`src/rtl/chacha_keystream_sched_pkg.sv`:
```
// Shared widths and FSM encoding for the ChaCha keystream scheduler.
package chacha_keystream_sched_pkg;
  localparam int CHACHA_KEY_W    = 256;
  localparam int NONCE_W         = 96;
  localparam int CTR_W           = 32;
  localparam int BLOCK_W         = 512;
  localparam int WORD_W          = 32;
  localparam int WORDS_PER_BLOCK = 16;

  typedef enum logic [1:0] {
    ST_IDLE  = 2'd0,
    ST_ISSUE = 2'd1,
    ST_WAIT  = 2'd2,
    ST_FLUSH = 2'd3
  } sched_state_t;
endpackage

```
`src/rtl/chacha_keystream_sched_if.sv`:
```
// Keystream word stream between the scheduler and the cipher front end.
interface chacha_keystream_sched_if;
  import chacha_keystream_sched_pkg::*;

  logic [WORD_W-1:0] ks_word_o;
  logic              ks_valid_o;
  logic              ks_ready_i;

  modport master (output ks_word_o, ks_valid_o, input ks_ready_i);
  modport slave  (input ks_word_o, ks_valid_o, output ks_ready_i);
endinterface

```
`src/rtl/chacha_keystream_sched_serializer.sv`:
```
// Hold register plus output buffer; drains 512-bit blocks MSW first as 32-bit words.
module chacha_keystream_sched_serializer
  import chacha_keystream_sched_pkg::*;
(
  input  logic               clk,
  input  logic               rst,
  input  logic               flush,
  input  logic               cap,
  input  logic [BLOCK_W-1:0] cap_data,
  output logic               hold_full,
  output logic               move,
  output logic               last_xfer,
  chacha_keystream_sched_if.master ks
);
  logic [BLOCK_W-1:0] data_q;
  logic [BLOCK_W-1:0] hold_q;
  logic               data_full_q;
  logic               hold_full_q;
  logic [3:0]         idx_q;
  logic               xfer;

  assign xfer      = data_full_q & ks.ks_ready_i;
  assign last_xfer = xfer & (idx_q == 4'(WORDS_PER_BLOCK - 1));
  // Reload in the same cycle the last word leaves so back-to-back blocks have no bubble.
  assign move      = hold_full_q & (~data_full_q | last_xfer);
  assign hold_full = hold_full_q;

  assign ks.ks_valid_o = data_full_q;
  assign ks.ks_word_o  = data_q[BLOCK_W-1 -: WORD_W];

  always_ff @(posedge clk) begin
    if (rst || flush) begin
      data_q      <= '0;
      hold_q      <= '0;
      data_full_q <= 1'b0;
      hold_full_q <= 1'b0;
      idx_q       <= '0;
    end else begin
      if (move) begin
        data_q      <= hold_q;
        data_full_q <= 1'b1;
        idx_q       <= '0;
      end else if (xfer) begin
        data_q <= data_q << WORD_W;
        idx_q  <= idx_q + 4'd1;
        if (last_xfer) data_full_q <= 1'b0;
      end

      if (move) begin
        hold_full_q <= 1'b0;
      end else if (cap && !hold_full_q) begin
        hold_q      <= cap_data;
        hold_full_q <= 1'b1;
      end
    end
  end
endmodule

```
`src/rtl/chacha_keystream_sched.sv`:
```
// Runs one ChaCha block core over a span of counters and streams the keystream out.
//   state    | meaning
//   ST_IDLE  | no run; accepts start when the core is ready
//   ST_ISSUE | pulse core start with the current counter
//   ST_WAIT  | wait for core done, then hand block to the output buffer
//   ST_FLUSH | last block draining; pulse run_done after its final word
module chacha_keystream_sched
  import chacha_keystream_sched_pkg::*;
#(
  parameter int MAX_BLOCKS_W = 16
) (
  input  logic                    clk_i,
  input  logic                    rst_i,
  input  logic [CHACHA_KEY_W-1:0] key_i,
  input  logic [NONCE_W-1:0]      nonce_i,
  input  logic [CTR_W-1:0]        counter_i,
  input  logic [MAX_BLOCKS_W-1:0] nblocks_i,
  input  logic                    start_i,
  input  logic                    abort_i,
  output logic                    busy_o,
  output logic                    run_done_o,
  output logic                    err_o,
  chacha_keystream_sched_if.master ks,
  output logic [CHACHA_KEY_W-1:0] core_key_o,
  output logic [NONCE_W-1:0]      core_nonce_o,
  output logic [CTR_W-1:0]        core_counter_o,
  output logic                    core_start_o,
  input  logic [BLOCK_W-1:0]      core_ks_i,
  input  logic                    core_done_i,
  input  logic                    core_ready_i
);
  sched_state_t            state_q, state_d;
  logic [CTR_W-1:0]        ctr_q, ctr_d;
  logic [MAX_BLOCKS_W-1:0] rem_q, rem_d;
  logic [CHACHA_KEY_W-1:0] key_q;
  logic [NONCE_W-1:0]      nonce_q;
  logic                    err_q, err_d;
  logic                    done_q, done_d;
  logic                    load;
  logic                    cap;
  logic                    move;
  logic                    last_xfer;
  logic                    hold_full;
  logic                    reject;

  // Last counter of the run must still fit in 32 bits: counter + n - 1 <= 2^32 - 1.
  assign reject = (nblocks_i == '0) |
                  (({1'b0, counter_i} + 33'(nblocks_i)) > 33'h1_0000_0000);

  always_comb begin
    state_d      = state_q;
    ctr_d        = ctr_q;
    rem_d        = rem_q;
    err_d        = 1'b0;
    done_d       = 1'b0;
    load         = 1'b0;
    cap          = 1'b0;
    core_start_o = 1'b0;
    if (abort_i) begin
      state_d = ST_IDLE;
    end else begin
      unique case (state_q)
        ST_IDLE: begin
          if (start_i && core_ready_i) begin
            if (reject) begin
              err_d = 1'b1;
            end else begin
              load    = 1'b1;
              ctr_d   = counter_i;
              rem_d   = nblocks_i;
              state_d = ST_ISSUE;
            end
          end
        end
        ST_ISSUE: begin
          if (core_ready_i) begin
            core_start_o = 1'b1;
            state_d      = ST_WAIT;
          end
        end
        ST_WAIT: begin
          cap = core_done_i & ~hold_full;
          if (move) begin
            ctr_d   = ctr_q + CTR_W'(1);
            rem_d   = rem_q - MAX_BLOCKS_W'(1);
            state_d = (rem_q == MAX_BLOCKS_W'(1)) ? ST_FLUSH : ST_ISSUE;
          end
        end
        ST_FLUSH: begin
          if (last_xfer) begin
            done_d  = 1'b1;
            state_d = ST_IDLE;
          end
        end
        default: state_d = ST_IDLE;
      endcase
    end
  end

  always_ff @(posedge clk_i) begin
    if (rst_i) begin
      state_q <= ST_IDLE;
      ctr_q   <= '0;
      rem_q   <= '0;
      key_q   <= '0;
      nonce_q <= '0;
      err_q   <= 1'b0;
      done_q  <= 1'b0;
    end else begin
      state_q <= state_d;
      ctr_q   <= ctr_d;
      rem_q   <= rem_d;
      err_q   <= err_d;
      done_q  <= done_d;
      if (load) begin
        key_q   <= key_i;
        nonce_q <= nonce_i;
      end
    end
  end

  chacha_keystream_sched_serializer u_ser (
    .clk       (clk_i),
    .rst       (rst_i),
    .flush     (abort_i),
    .cap       (cap),
    .cap_data  (core_ks_i),
    .hold_full (hold_full),
    .move      (move),
    .last_xfer (last_xfer),
    .ks        (ks)
  );

  assign core_key_o     = key_q;
  assign core_nonce_o   = nonce_q;
  assign core_counter_o = ctr_q;
  assign busy_o         = (state_q != ST_IDLE) | ~core_ready_i;
  assign run_done_o     = done_q;
  assign err_o          = err_q;
endmodule
```
`src/flat_wrapper.sv`:
```
// flat-port wrapper written by rule: the top's interface ports become plain ports
module chacha_keystream_sched_flat import chacha_keystream_sched_pkg::*;
#(
  parameter int MAX_BLOCKS_W = 16
)
  (clk_i, rst_i, key_i, nonce_i, counter_i, nblocks_i, start_i, abort_i, busy_o, run_done_o, err_o, core_key_o, core_nonce_o, core_counter_o, core_start_o, core_ks_i, core_done_i, core_ready_i, ks_ks_word_o, ks_ks_valid_o, ks_ks_ready_i);
  chacha_keystream_sched_if ks_i ();
  input  logic clk_i;
  input  logic rst_i;
  input  logic [CHACHA_KEY_W-1:0] key_i;
  input  logic [NONCE_W-1:0] nonce_i;
  input  logic [CTR_W-1:0] counter_i;
  input  logic [MAX_BLOCKS_W-1:0] nblocks_i;
  input  logic start_i;
  input  logic abort_i;
  output logic busy_o;
  output logic run_done_o;
  output logic err_o;
  output logic [CHACHA_KEY_W-1:0] core_key_o;
  output logic [NONCE_W-1:0] core_nonce_o;
  output logic [CTR_W-1:0] core_counter_o;
  output logic core_start_o;
  input  logic [BLOCK_W-1:0] core_ks_i;
  input  logic core_done_i;
  input  logic core_ready_i;
  output wire logic [$bits(ks_i.ks_word_o)-1:0] ks_ks_word_o;
  output wire logic [$bits(ks_i.ks_valid_o)-1:0] ks_ks_valid_o;
  input wire logic [$bits(ks_i.ks_ready_i)-1:0] ks_ks_ready_i;
  assign ks_ks_word_o = ks_i.ks_word_o;
  assign ks_ks_valid_o = ks_i.ks_valid_o;
  assign ks_i.ks_ready_i = ks_ks_ready_i;
  chacha_keystream_sched #(.MAX_BLOCKS_W(MAX_BLOCKS_W)) u_core (.clk_i(clk_i), .rst_i(rst_i), .key_i(key_i), .nonce_i(nonce_i), .counter_i(counter_i), .nblocks_i(nblocks_i), .start_i(start_i), .abort_i(abort_i), .busy_o(busy_o), .run_done_o(run_done_o), .err_o(err_o), .ks(ks_i), .core_key_o(core_key_o), .core_nonce_o(core_nonce_o), .core_counter_o(core_counter_o), .core_start_o(core_start_o), .core_ks_i(core_ks_i), .core_done_i(core_done_i), .core_ready_i(core_ready_i));
endmodule
```
`config.mk`:
```
export PLATFORM = sky130hd
export DESIGN_NAME = chacha_keystream_sched_flat
export DESIGN_NICKNAME = d
export VERILOG_FILES = /design/src/rtl/chacha_keystream_sched_pkg.sv /design/src/rtl/chacha_keystream_sched_if.sv /design/src/rtl/chacha_keystream_sched_serializer.sv /design/src/rtl/chacha_keystream_sched.sv /design/src/flat_wrapper.sv
export SDC_FILE = /design/constraint.sdc
export NUM_CORES = 2
export LEC_CHECK = 0
export ABC_AREA = 1
export BUFFER_PORTS_ARGS = -buffer_cell sky130_fd_sc_hd__clkbuf_2
export CORE_AREA = 2 2 527 529
export DETAILED_ROUTE_END_ITERATION = 8
export DIE_AREA = 0 0 529 531
export MAX_ROUTING_LAYER = met4
export PLACE_DENSITY = 0.46
export SYNTH_ARGS = -nofsm -noshare
export SYNTH_HDL_FRONTEND = slang
export SYNTH_SLANG_ARGS = --single-unit
export TNS_END_PERCENT = 1
```
`constraint.sdc`:
```
create_clock -name clk_i -period 2.84 [get_ports clk_i]
set_input_delay 0.568 -clock clk_i [delete_from_list [all_inputs] [get_ports clk_i]]
set_output_delay 0.568 -clock clk_i [all_outputs]
set_load 0.05 [all_outputs]
```
==> results.ini <==
[clock_tree]
cts_tree=built
cts_sinks=1434
insertion_delay_ps=870
cts_max_path_buffers=4
htree_levels=4
cts_buffers=173
cts.clk_slew.worst_paths_ps=60
clockRootBuffer=clkbuf_16

[pwr]
peakVddDrop_v=0.000468
p_per_area_nw_per_um2=564
p_leak_nw=37.3

[floorplanning]
dieWidth_um=529
fp.coreArea_um2=275000
initial_utilization=0.219
rows=193
die_y_um=531
ios=1340
die_area_um2=281000

[cells_and_area]
drive_gt1_frac=0.218
design_area_um2=86300
areaGrowthSynthToFinish_pct=43.4
fill_cells=29600
fin_nets=11000

[synthesis]
synth_edf_count=0
yosysTopAreaCell=dfxtp_1
synth-main-ff-cell=dfxtp_1
async_flop_share=0
seq_area_frac_synth=0.477
yosysUniqueCellTypes=37
yosys.area.top_type_share=0.477
synthesis.instances=8193
synth_area_um2=60200
avgSynthCellArea_um2=7.34
synth.area.top_cells=dfxtp_1 48%, nand2_1 9.5%, o21ai_0 7.7%
yosysWarnings=0
syn_nets=9133
synth_common_cells=1516 x nand2_1, 1434 x dfxtp_1, 921 x o21ai_0
synth_most_common_cell=nand2_1
synth_seq_cells=1434

[grt]
busiest_layer=met2
met3_usage=0.0409
grt_pass1_wl_um=429000
grt_max_degree=168
gr-usage-met2=0.337
grt_pass1_vias=61100
antenna_found_initial=160
use_met1=0.257
overflow=0
grt_usage=0.212

[worst_setup_path]
crit_arrival_ps=3580
slowest_stage=fa_2
worstPathRequired_ps=3510
cp_max_fo=18
cp_slowest_stage_delay_ps=360
end_kind=register
worst-r2r-setup-slack_ps=270
start_kind=primary input
crit_chain=buf_4, ha_4, fa_2, buf_6, buf_4, xor2_1, nor4_2, nand3_2, nor2_4, nand3_2, a21boi_4, buf_12, nand3_4, clkbuf_16, clkbuf_16, nand2_1, a21oi_1
path_class=primary input to register

[status]
violations=setup timing
outcome=finished, violations left

[sta]
post-route-min-period_ps=2910
finalClockSkew_ps=94.9
period_share=1.02
rsz0062_at_grt=true
max_freq_mhz=344
worst_pin_slew_ps=726
final-setup-viol-count=235
slew_headroom=0.516
final_max_slew_viol_count=0
hold_violations=0
fin_ws_ps=-67.0

[routing]
drc=0
num_vias=64100
wl_um=307000
drtAntennaViolNets=0
wl_per_cell_um=22.1
dr.first_iter.drc_count=5179
avgViaCountPerCell=4.63
first_pass_iters=6

[placement]
dpl-instance-area_um2=72600
place_congestion=0.943
pre_cts_ws_ps=-1240
dpl.hpwl_um=230000
io_buffers=1339

[min_path]
holdCritPathClass=primary input to register

[job]
max_cap_violations=0

==> path summary, 6_finish.rpt <==
path,startpoint,end,depth (start not counted)
max reg2reg,u_core.u_ser.idx_q[0],u_core.rem_q[4],13
min,core_ks_i[264],u_core.u_ser.hold_q[264],3
min reg2reg,u_core.u_ser.hold_q[19],u_core.u_ser.data_q[19],2
max,nblocks_i[0],u_core.core_key_o[83],17
==> placed cells by master, fill, tap and decap left out, drive strengths merged, types with 4 or more instances in the layout <==
master	synthesis	routed
clkbuf	576	1599
nand2	1516	1516
dfxtp	1434	1434
o21ai	924	924
inv	807	815
nor2	808	808
a21oi	640	640
dlygate4sd3	0	608
buf	125	412
nand3	373	373
nand4	366	366
o211ai	290	290
o21bai	191	191
diode	0	89
clkinv	2	34
xor2	32	32
nor3	31	31
ha	20	20
nand3b	14	14
nor4	13	13
bufinv	0	10
xnor2	5	5
a31oi	5	5
mux2i	5	5
or2	4	4
and2	4	4
==> critical path, delay by kind of cell <==
family	cells	cell delay [ps]
xor+xnor	1	170
buf+inv	6	1010
simple gates	6	1020
fa+ha+maj	2	520
compound gates	2	240
==> state kept, by name, indices dropped and copies added (netlist names) <==
signal                      cells
u_core.core_counter_o          32
u_core.core_key_o             256
u_core.core_nonce_o            96
u_core.err_o                    1
u_core.rem_q                   16
u_core.run_done_o               1
u_core.state_q                  2
u_core.u_ser.data_q           512
u_core.u_ser.hold_full          1
u_core.u_ser.hold_q           512
u_core.u_ser.idx_q              4
u_core.u_ser.ks.ks_valid_o      1
==> power by group <==
part / internal, mW / switching [mW] / total [mW]
sequential: 20.4 / 0.193 / 20.5
combinational: 2.00 / 3.15 / 5.15
clock: 13.6 / 9.40 / 23.0
total: 35.9 / 12.7 / 48.7
==> repair_timing <==
action                                  4_1_cts  5_1_grt
buffers inserted                              3       16
gates cloned                                  1       13
endpoints found under the setup margin      402      403
pin swaps                                     1       73
gates resized for setup                      29      229
hold endpoints to repair                    608        0
hold buffers                                608        0
==> layer usage <==
layer,up-vias,wire (um)
li1,30800,-
met1,30400,129000
met2,2270,143000
met3,618,19500
met4,0,15600
met5,-,0
==> layout make-up <==
type / instances / area, um2 / share of cell area
clock inverters: 53 / 681 / 0.00789
repair buffers: 2361 / 17500 / 0.203
clock buffers: 259 / 5190 / 0.0601
flip-flops and latches: 1434 / 28700 / 0.333
diodes: 89 / 223 / 0.00258
inverters: 809 / 3070 / 0.0356
well taps: 3607 / 4510 / 0.0523
multi-input cells: 5249 / 26400 / 0.306
==> per-stage QoR <==
step                      utilization  cells  hold WS [ps]  TNS [ps]  total power, mW
final                           0.313  13900          69.0     -5910             48.7
after global placement          0.264  12800           431   -452810             25.0
after floorplan                     -   8193           425     -5530             23.0
after global routing            0.313  13800          27.7    -40440             50.3
after detailed placement        0.264  12800           437   -458220             25.0
after CTS                       0.308  13700         0.463         0             49.0
==> cells by family after synthesis <==
group / synth area share
adder cells (fa/ha/maj): 0.00449
AO/OA/AOI/OAI: 0.192
flip-flops: 0.477
multiplexers: 0.000832
XOR/XNOR: 0.00539
buffers and inverters: 0.0998
AND/OR/NAND/NOR: 0.221
Note: power is estimated with default switching activity, not from simulation.
